File: config.mk
export PLATFORM = sky130hd
export DESIGN_NAME = primogen_buf
export DESIGN_NICKNAME = d
export VERILOG_FILES = /design/src/rtl/primogen_pkg.sv /design/src/rtl/prime_fifo.sv /design/src/rtl/primogen_buf.sv
export SDC_FILE = /design/constraint.sdc
export NUM_CORES = 1
export LEC_CHECK = 0
export ABC_AREA = 1
export BUFFER_PORTS_ARGS = -buffer_cell sky130_fd_sc_hd__buf_4
export CORE_MARGIN = 2
export CORE_UTILIZATION = 55
export CTS_BUF_LIST = sky130_fd_sc_hd__clkbuf_4 sky130_fd_sc_hd__clkbuf_8
export CTS_CLUSTER_SIZE = 25
export DETAILED_ROUTE_END_ITERATION = 7
export MAX_ROUTING_LAYER = met4
export PLACE_DENSITY = 0.79
export REMOVE_ABC_BUFFERS = 1
export SYNTH_ARGS = -nofsm -noshare
export SYNTH_HDL_FRONTEND = slang
export SYNTH_SLANG_ARGS = --single-unit
File: constraint.sdc
create_clock -name clk -period 4 [get_ports clk]
set_input_delay 0.4 -clock clk [delete_from_list [all_inputs] [get_ports clk]]
set_output_delay 0.4 -clock clk [all_outputs]
set_load 0.01 [all_outputs]
File: src/rtl/primogen_pkg.sv
// primogen_pkg: shared definitions for the primogen consumer slice.
//   PG_WIDTH   - default result width of the primogen generator
//   TMO_W      - width of the handshake timeout counter
//   pg_state_t - sequencing FSM states of primogen_buf
//   sat_inc16  - saturating increment for the 16-bit prime counter
package primogen_pkg;

  localparam int unsigned PG_WIDTH = 16;
  localparam int unsigned TMO_W    = 16;

  typedef enum logic [2:0] {
    S_INIT,
    S_CAPT,
    S_IDLE,
    S_GO,
    S_WBUSY,
    S_WDONE,
    S_ERR
  } pg_state_t;

  function automatic logic [15:0] sat_inc16(input logic [15:0] v);
    return (v == 16'hFFFF) ? v : v + 16'd1;
  endfunction

endpackage

File: src/rtl/prime_fifo.sv
// prime_fifo: synchronous FIFO holding captured primes.
//   clk   - clock, rising edge
//   rst   - asynchronous active-low reset, empties the FIFO
//   push  - write din (ignored when full; fullness is taken before any pop)
//   din   - data to write
//   pop   - remove head entry (ignored when empty)
//   full  - DEPTH entries held
//   empty - no entries held
//   head  - oldest entry
module prime_fifo
  import primogen_pkg::*;
#(
  parameter int unsigned WIDTH = PG_WIDTH,
  parameter int unsigned DEPTH = 4
) (
  input  logic             clk,
  input  logic             rst,
  input  logic             push,
  input  logic [WIDTH-1:0] din,
  input  logic             pop,
  output logic             full,
  output logic             empty,
  output logic [WIDTH-1:0] head
);

  localparam int unsigned AW = $clog2(DEPTH);
  localparam logic [AW:0] PTR_ONE = {{AW{1'b0}}, 1'b1};

  // Pointers carry an extra wrap bit so full and empty are distinguishable.
  logic [AW:0]      r_wr_ptr;
  logic [AW:0]      r_rd_ptr;
  logic [WIDTH-1:0] r_mem [DEPTH];
  logic             w_do_push;
  logic             w_do_pop;

  assign empty     = (r_wr_ptr == r_rd_ptr);
  assign full      = (r_wr_ptr[AW] != r_rd_ptr[AW]) &&
                     (r_wr_ptr[AW-1:0] == r_rd_ptr[AW-1:0]);
  assign w_do_push = push && !full;
  assign w_do_pop  = pop && !empty;
  assign head      = r_mem[r_rd_ptr[AW-1:0]];

  always_ff @(posedge clk or negedge rst) begin
    if (!rst) begin
      r_wr_ptr <= '0;
      r_rd_ptr <= '0;
      for (int unsigned i = 0; i < DEPTH; i++) begin
        r_mem[AW'(i)] <= '0;
      end
    end else begin
      if (w_do_push) begin
        r_mem[r_wr_ptr[AW-1:0]] <= din;
        r_wr_ptr                <= r_wr_ptr + PTR_ONE;
      end
      if (w_do_pop) begin
        r_rd_ptr <= r_rd_ptr + PTR_ONE;
      end
    end
  end

endmodule

File: src/rtl/primogen_buf.sv
// primogen_buf: sequences the primogen go/ready handshake, captures each
// prime (starting with the post-reset value), buffers it in prime_fifo and
// offers it on a valid/ready stream.
//   clk, rst          - clock; asynchronous active-low reset (shared with primogen)
//   en                - permits requesting further primes
//   gen_go            - registered one-cycle go pulse to primogen
//   gen_ready/error/res - primogen status and result
//   out_valid/ready/data - downstream stream (FIFO head)
//   full              - FIFO full
//   err               - sticky generator error or handshake timeout
//   done              - LIMIT primes pushed (never set when LIMIT is 0)
//   count             - primes pushed since reset, saturating
module primogen_buf
  import primogen_pkg::*;
#(
  parameter int unsigned WIDTH   = PG_WIDTH,
  parameter int unsigned DEPTH   = 4,
  parameter int unsigned LIMIT   = 0,
  parameter int unsigned TIMEOUT = 64
) (
  input  logic             clk,
  input  logic             rst,
  input  logic             en,
  output logic             gen_go,
  input  logic             gen_ready,
  input  logic             gen_error,
  input  logic [WIDTH-1:0] gen_res,
  output logic             out_valid,
  input  logic             out_ready,
  output logic [WIDTH-1:0] out_data,
  output logic             full,
  output logic             err,
  output logic             done,
  output logic [15:0]      count
);

  localparam logic [15:0]      LIMIT_CNT = 16'(LIMIT);
  localparam logic [TMO_W-1:0] TMO_LAST  = TMO_W'(TIMEOUT - 1);
  localparam logic [TMO_W-1:0] TMO_ONE   = TMO_W'(1);

  pg_state_t        r_state;
  pg_state_t        w_next;
  logic [TMO_W-1:0] r_tmo;
  logic             r_go;
  logic             r_err;
  logic             r_done;
  logic [15:0]      r_count;
  logic             w_full;
  logic             w_empty;
  logic             w_push;
  logic             w_limit_hit;
  logic             w_tmo_hit;

  assign w_push      = (r_state == S_CAPT) && !w_full;
  assign w_limit_hit = (LIMIT != 0) && (r_count == LIMIT_CNT);
  assign w_tmo_hit   = (r_tmo == TMO_LAST);

  always_comb begin
    w_next = r_state;
    case (r_state)
      S_INIT:  if (gen_ready) w_next = gen_error ? S_ERR : S_CAPT;
      S_CAPT:  if (!w_full) w_next = S_IDLE;
      S_IDLE:  if (!w_limit_hit && en && !w_full) w_next = S_GO;
      S_GO:    w_next = S_WBUSY;
      S_WBUSY: begin
        if (!gen_ready)     w_next = S_WDONE;
        else if (w_tmo_hit) w_next = S_ERR;
      end
      S_WDONE: if (gen_ready) w_next = gen_error ? S_ERR : S_CAPT;
      S_ERR:   w_next = S_ERR;
      default: w_next = S_ERR;
    endcase
  end

  always_ff @(posedge clk or negedge rst) begin
    if (!rst) begin
      r_state <= S_INIT;
      r_go    <= 1'b0;
      r_err   <= 1'b0;
      r_done  <= 1'b0;
      r_count <= '0;
      r_tmo   <= '0;
    end else begin
      r_state <= w_next;
      // go is high exactly while the FSM sits in S_GO.
      r_go    <= (w_next == S_GO);
      r_err   <= r_err | (w_next == S_ERR);
      if ((r_state == S_IDLE) && w_limit_hit) begin
        r_done <= 1'b1;
      end
      if (w_push) begin
        r_count <= sat_inc16(r_count);
      end
      // Counter is zero on S_WBUSY entry and counts each waiting cycle.
      if (r_state != S_WBUSY) begin
        r_tmo <= '0;
      end else if (gen_ready && !w_tmo_hit) begin
        r_tmo <= r_tmo + TMO_ONE;
      end
    end
  end

  prime_fifo #(
    .WIDTH (WIDTH),
    .DEPTH (DEPTH)
  ) u_fifo (
    .clk   (clk),
    .rst   (rst),
    .push  (w_push),
    .din   (gen_res),
    .pop   (out_valid && out_ready),
    .full  (w_full),
    .empty (w_empty),
    .head  (out_data)
  );

  assign gen_go    = r_go;
  assign out_valid = !w_empty;
  assign full      = w_full;
  assign err       = r_err;
  assign done      = r_done;
  assign count     = r_count;

endmodule

==> metrics.md, run 1 <==
| Metric | Value |
|---|---|
| Routed WL | `11900 um` |
| DR DRC count | `0` |
| Pin count of the biggest net entering global routing | `59` |
| Commonest non-fill, non-tap cells in the layout | `nand2_1 (200), dfrtp_1 (107), o21ai_0 (87)` |
| Post-route ant nets | `0` |
| Placed cells | `around 860` |
| Die span in x | `105 um` |
| Number of clock sinks | `107` |
| Share of final-layout standard cells stronger than drive strength 1 | `13.4%` |
| Sequential standard cell area | `2680 um2` |
| Detail Placement HPWL | `8300 um` |
| Die Area | `10900 um2` |
| Weighted congestion at the end of routability-driven global placement | `0.914` |
| Count of final hold-check violations | `0` |
| Post-Syn Instances | `693` |
| Number of violations of the max-capacitance limit | `0` |
| Multi-input logic area | `between 2000 and 2500 um2` |
| Result of the run | `finished, final reports clean` |
| Final worst-path cycle share | `62.9%` |
| Diode count | `0` |
| Vias after detailed routing | `4588` |
| Effective utilization at floorplan | `56.7%` |
| Achievable clock frequency | `398 MHz` |
| Setup TNS | `0 ns` |
| Clock insertion delay at the later pin of the skew report | `approximately 0.38 ns` |
| Fraction of the yosys area taken by sequential cells | `48.1%` |
| Minimum clock period | `2.51 ns` |
| Iteration count of the initial detailed-routing pass | `4` |
| Filler instances | `~890` |
| Worst hold path class | `primary input to asynchronous set/reset pin` |
| Post-cts gate resize count | `0` |
| Layout Area Growth over Synthesis | `10.3%` |
| Syn. warnings | `0` |
| Sort of element at the end of the critical path | `output port` |
| Distinct cell type count of the synthesized netlist | `34` |
| CP startpoint kind | `flip-flop` |
| Total power per unit cell area | `381 nW/um2` |
| Number of pins exceeding their max-slew limit in the final report | `0` |
| Global Route Usage Sum | `23.4%` |
| Peak ir drop on the vdd network | `between 0.2 and 0.25 mV` |
| Launching element of the worst setup path | `u_fifo.r_rd_ptr[1]` |
| Number of placed I/O pins | `59` |
| Slew Limit Headroom | `about 51%` |
| Arrival time of data at the critical path endpoint | `approximately 2.1 ns` |
| Row Count | `36` |
| Number of input and output port buffers inserted | `57` |
| Syn_area_per_cell | `8.03 um2` |
| Clock tree from TritonCTS | `done` |
| Buffer count from post-CTS setup fixing | `0` |
| Number of buffers on the longest clock path | `2` |
| Placeable core area | `9820 um2` |
| H-tree levels | `3` |
| Hold buffer count at cts | `0` |
| Leakage | `3.03 nW` |
| Worst Path Class, Setup | `flip-flop to output port` |
| Required arrival time at the worst endpoint | `3.60 ns` |
| Critical R2R Launch | `u_fifo.r_rd_ptr[0]` |
| Final setup violation count | `0` |
| Total grt overflow | `0` |
| Cell Area, Synth | `approximately 5600 um2` |
| Wire length of the first global-routing pass | `between 20000 and 25000 um` |
| Finished Layout Cells | `~870` |
| Final clock skew | `0.0129 ns` |
| Vias in the first global route | `4492` |
| #FFs+latches synth | `107` |
| Routed via count divided by cell count | `5.26` |
| Most frequent standard cell in the layout excluding fill and tap cells | `nand2_1` |
| Initial antenna violation count | `0` |
| Clock input transition at the sequential cells of the worst setup and hold paths | `0.11 ns` |
| CTS Buf Count | `9` |
| RSZ-0062 raised after global routing | `false` |
| Detailed router's first-iteration violation count | `219` |
| Wire length per cell after detailed routing | `approximately 14 um` |
| Nets@finish | `764` |
| CP max FO | `19` |
| Slew at the pin closest to its max-slew limit | `between 0.7 and 0.8 ns` |
| Utilization of the core after routing | `62.5%` |
| Root Buffer Master | `clkbuf_8` |
| Height of the chip | `approximately 100 um` |
-- where the power goes --
| group | leakage (nW) | switching [mW] | internal, mW | total (mW) |
|---|---|---|---|---|
| Clock | 0.0937 | 0.389 | 0.251 | 0.640 |
| Combinational | 1.80 | 0.317 | 0.226 | 0.543 |
| Sequential | 1.14 | 0.0627 | 1.10 | 1.16 |
| Total | 3.03 | 0.769 | 1.57 | 2.34 |
-- sequential cells by signal, indices dropped and copies added, names as in the netlist --
| register | count |
|---|---|
| u_fifo.r_wr_ptr | 3 |
| u_fifo.r_mem | 64 |
| gen_go | 1 |
| err | 1 |
| count | 16 |
| u_fifo.r_rd_ptr | 3 |
| r_state | 3 |
| r_tmo | 16 |
-- cell usage after synthesis, drive strengths merged --
| library cell | number | area share [%] |
|---|---|---|
| nand2 | 209 | 15 |
| o21ai | 111 | 10 |
| dfrtp | 107 | 48 |
| nor2 | 78 | 5.4 |
| inv | 55 | 3.9 |
| nand3 | 34 | 3.3 |
| buf | 20 | 3.5 |
| o22ai | 16 | 1.8 |
| nand4 | 11 | 1.2 |
| xor2 | 10 | 1.6 |
| clkbuf | 9 | 0.67 |
| xnor2 | 9 | 1.8 |
| ha | 7 | 1.6 |
| nor3 | 6 | 0.63 |
| o21bai | 4 | 0.54 |
| a21oi | 3 | 0.27 |
| o211ai | 2 | 0.27 |
| conb | 1 | 0.067 |
| nand3b | 1 | 0.36 |
-- worst paths after layout --
path,endpoint,slack (ns),depth (start not counted)
worst max-delay path,out_data[10],1.49,4
worst min-delay path,u_fifo.r_mem[35],0.11,2
worst max register to register,count[7],1.78,11
worst min register to register,err,0.49,2
max in group asynchronous,u_fifo.r_wr_ptr[1],3.34,2
min in group clk,gen_go,0.30,3
-- critical path, cell delays in order, from the launching register on --
cell     delay (ns)
dfrtp_1        0.82
inv_1          0.45
o21ai_0        0.20
o22ai_1        0.11
buf_4          0.15
-- cells by family (layout without fill, tap and decap cells) --
kind of cell / after synthesis / count (layout) / synth area share, %
buffers and inverters: 84 / 131 / 8.07
XOR/XNOR: 19 / 19 / 3.33
flip-flops: 107 / 107 / 48.1
adder cells (fa/ha/maj): 7 / 7 / 1.57
AND/OR/NAND/NOR: 339 / 339 / 26.0
AO/OA/AOI/OAI: 136 / 136 / 12.9
other: 1 / 1 / 0.0674
-- area by class of cell --
cell class	count	area share, %
Sequential cell	107	43.6
Timing Repair Buffer	60	7.34
Clock buffer	10	2.24
Tap cell	133	2.71
Clock inverter	6	0.774
Multi-Input combinational cell	502	39.8
Inverter	55	3.57
-- per-layer routing --
metal  part of all wire (%)  up-vias  track usage, %
met2                     50      102            39.4
met3                    4.9       12            5.68
met4                   0.94        0            5.81
li1                       -     2321               -
met5                      0        -               -
met1                     44     2153            28.6
-- stage by stage --
step | setup slack, ns | hold slack, ns | instance area [um2] | power, mW
after global placement | 1.88 | 0.451 | 5950 | 1.71
after CTS | 1.47 | 0.134 | 6140 | 2.37
after detailed placement | 1.82 | 0.466 | 5950 | 1.73
final | 1.49 | 0.112 | 6140 | 2.34
after floorplan | 2.11 | 0.104 | 5340 | 1.45
after global routing | 1.28 | 0.155 | 6140 | 2.47
Power figures use the tool's default switching activity.
==> run 2: changes to the inputs <==
--- a/config.mk
+++ b/config.mk
@@ -13,7 +13,7 @@
 export CTS_CLUSTER_SIZE = 25
 export DETAILED_ROUTE_END_ITERATION = 7
 export MAX_ROUTING_LAYER = met4
-export PLACE_DENSITY = 0.79
+export PLACE_DENSITY = 0.82
 export REMOVE_ABC_BUFFERS = 1
 export SYNTH_ARGS = -nofsm -noshare
 export SYNTH_HDL_FRONTEND = slang
==> constraint.sdc (replaced) <==
create_clock -name clk -period 2.3 [get_ports clk]
set_input_delay 0.23 -clock clk [delete_from_list [all_inputs] [get_ports clk]]
set_output_delay 0.23 -clock clk [all_outputs]
set_load 0.01 [all_outputs]
==> run 2 against run 1 <==
Compared with the run above: design area rose by 0.88%; core utilization rose by 0.55 points; sequential share of layout area fell by 0.38 points; die area did not move; routed wire length fell by 0.20%; global-route usage rose by 0.45 points; worst setup slack got worse by 1.2 ns; register-to-register slack got worse by 1.3 ns; final cell count rose by 0.57%; flip-flop and latch count did not move; hold slack got worse by 0.0081 ns; power rose by 77%; highest routed layer unchanged.
==> metrics.md, run 2 (synthesis gave the netlist of run 1 again) <==
| Metric | Value |
|---|---|
| Die span in x | `105 um (unchanged)` |
| Number of placed I/O pins | `59 (unchanged)` |
| Routed WL | `11900 um (-0.20%)` |
| Placeable core area | `9820 um2 (unchanged)` |
| Worst Path Class, Setup | `flip-flop to output port` |
| Layout Area Growth over Synthesis | `11.2%` |
| Pin count of the biggest net entering global routing | `46 (-22%)` |
| CP max FO | `33 (+14)` |
| H-tree levels | `3 (unchanged)` |
| Result of the run | `finished, final reports clean` |
| Post-route ant nets | `0 (unchanged)` |
| Clock insertion delay at the later pin of the skew report | `0.38 ns (about the same)` |
| Number of input and output port buffers inserted | `57 (unchanged)` |
| Total grt overflow | `0 (unchanged)` |
| Final worst-path cycle share | `85.9%` |
| Global Route Usage Sum | `23.9% (+0.45 points)` |
| Wire length of the first global-routing pass | `21000 um (+2.6%)` |
| Most frequent standard cell in the layout excluding fill and tap cells | `nand2_1` |
| Vias after detailed routing | `4695 (+2.3%)` |
| Row Count | `36 (unchanged)` |
| Number of violations of the max-capacitance limit | `0 (unchanged)` |
| Share of final-layout standard cells stronger than drive strength 1 | `13.8% (+0.45 points)` |
| Filler instances | `855 (-4.1%)` |
| Post-placement setup slack | `0.517 ns (-1.30 ns)` |
| Placed cells | `861 (+0.47%)` |
| Count of final hold-check violations | `0 (unchanged)` |
| Initial antenna violation count | `0 (unchanged)` |
| Total power per unit cell area | `667 nW/um2 (+75%)` |
| Detail Placement HPWL | `8230 um (-0.82%)` |
| Peak ir drop on the vdd network | `0.331 mV (+62%)` |
| Register with the most flip-flops | `u_fifo.r_mem` |
| Weighted congestion at the end of routability-driven global placement | `0.934 (+2.2%)` |
| Buffer count from post-CTS setup fixing | `0 (unchanged)` |
| Die Area | `10900 um2 (unchanged)` |
| Slew Limit Headroom | `60.5% (+9.7 points)` |
| Iteration count of the initial detailed-routing pass | `5 (+1)` |
| Largest register FFs | `64 (unchanged)` |
| CP startpoint kind | `flip-flop` |
| Post-cts gate resize count | `0 (unchanged)` |
| Routed via count divided by cell count | `5.35 (+1.7%)` |
| Slew at the pin closest to its max-slew limit | `0.592 ns (-0.145 ns)` |
| Required arrival time at the worst endpoint | `2.07 ns (-1.53 ns)` |
| Number of clock sinks | `107 (unchanged)` |
| Height of the chip | `105 um (unchanged)` |
| RSZ-0062 raised after global routing | `false` |
| CTS Buf Count | `9 (unchanged)` |
| Minimum clock period | `1.97 ns` |
| Commonest non-fill, non-tap cells in the layout | `nand2_1 (200), dfrtp_1 (107), o21ai_0 (87)` |
| Finished Layout Cells | `878 (+0.57%)` |
| Final clock skew | `0.0179 ns (+0.00505 ns)` |
| Setup TNS | `0 ns (unchanged)` |
| Achievable clock frequency | `506 MHz` |
| Worst hold path class | `primary input to flip-flop` |
| Final Worst Setup Slack | `0.325 ns (-1.16 ns)` |
| Utilization of the core after routing | `63.1% (+0.55 points)` |
| Leakage | `3.06 nW (+0.85%)` |
| Effective utilization at floorplan | `56.7% (unchanged)` |
| Clock tree from TritonCTS | `done` |
| Clock input transition at the sequential cells of the worst setup and hold paths | `0.10 ns (about the same)` |
| Final setup violation count | `0 (unchanged)` |
| Arrival time of data at the critical path endpoint | `1.74 ns (-0.37 ns)` |
| Wire length per cell after detailed routing | `13.5 um (-0.77%)` |
| Root Buffer Master | `clkbuf_8` |
| Final instance area | `6190 um2 (+0.88%)` |
| Detailed router's first-iteration violation count | `311 (+42%)` |
| Sort of element at the end of the critical path | `output port` |
| Diode count | `0 (unchanged)` |
| Number of pins exceeding their max-slew limit in the final report | `0 (unchanged)` |
| Number of buffers on the longest clock path | `2 (unchanged)` |
| DR DRC count | `0 (unchanged)` |
| Vias in the first global route | `4592 (+2.2%)` |
| Nets@finish | `769 (+0.65%)` |
| DP Area | `6000 um2 (+0.71%)` |
run 2: report_power, final:
part	leakage (nW)	internal [mW]	switching, mW
Clock	0.0908	0.429	0.678
Combinational	1.83	0.428	0.645
Sequential	1.14	1.91	0.0457
Total	3.06	2.77	1.37
run 2: layout make-up:
class / count / area, um2 / share of cell area, %
flip-flops and latches: 107 / 2680 / 43.2
multi-input cells: 502 / 2440 / 39.4
repair buffers: 65 / 503 / 8.12
inverters: 55 / 219 / 3.54
well taps: 133 / 166 / 2.69
clock buffers: 10 / 131 / 2.12
clock inverters: 6 / 55.1 / 0.889
run 2: worst paths after layout:
path	startpoint	endpoint	slack, ns	cells after the start
hold / removal	en	gen_go	0.10	3
hold reg to reg	err	err	0.48	2
min in group asynchronous	rst	u_fifo.r_mem[0]	0.39	2
setup reg to reg	r_tmo[0]	r_tmo[15]	0.50	8
setup / recovery	u_fifo.r_rd_ptr[0]	out_data[8]	0.33	4
max in group asynchronous	rst	u_fifo.r_mem[56]	1.21	3
run 2: stage by stage:
stage | power, mW | hold slack [ns]
global route | 4.36 | 0.103
finish | 4.13 | 0.104
detailed placement | 3.07 | 0.276
global placement | 3.05 | 0.258
floorplan | 2.53 | -0.0656
CTS | 4.18 | 0.0853
run 2: critical path, stage by stage, from the launching register on:
cell,delay [ns]
dfrtp_1,0.45
buf_4,0.36
o21ai_0,0.14
o22ai_1,0.25
buf_4,0.17
run 2: timing repair:
item | 4_1_cts | 5_1_grt
setup endpoints to repair | 0 | 0
hold endpoints to repair | 43 | 0
hold buffers | 1 | 0
run 2: per-layer routing:
layer / routed length [um] / GRT usage (%) / up-vias
li1: - / - / 2335
met1: 5260 / 30.3 / 2221
met3: 644 / 4.74 / 7
met2: 5900 / 40.1 / 132
met4: 88 / 5.05 / 0
met5: 0 / - / -
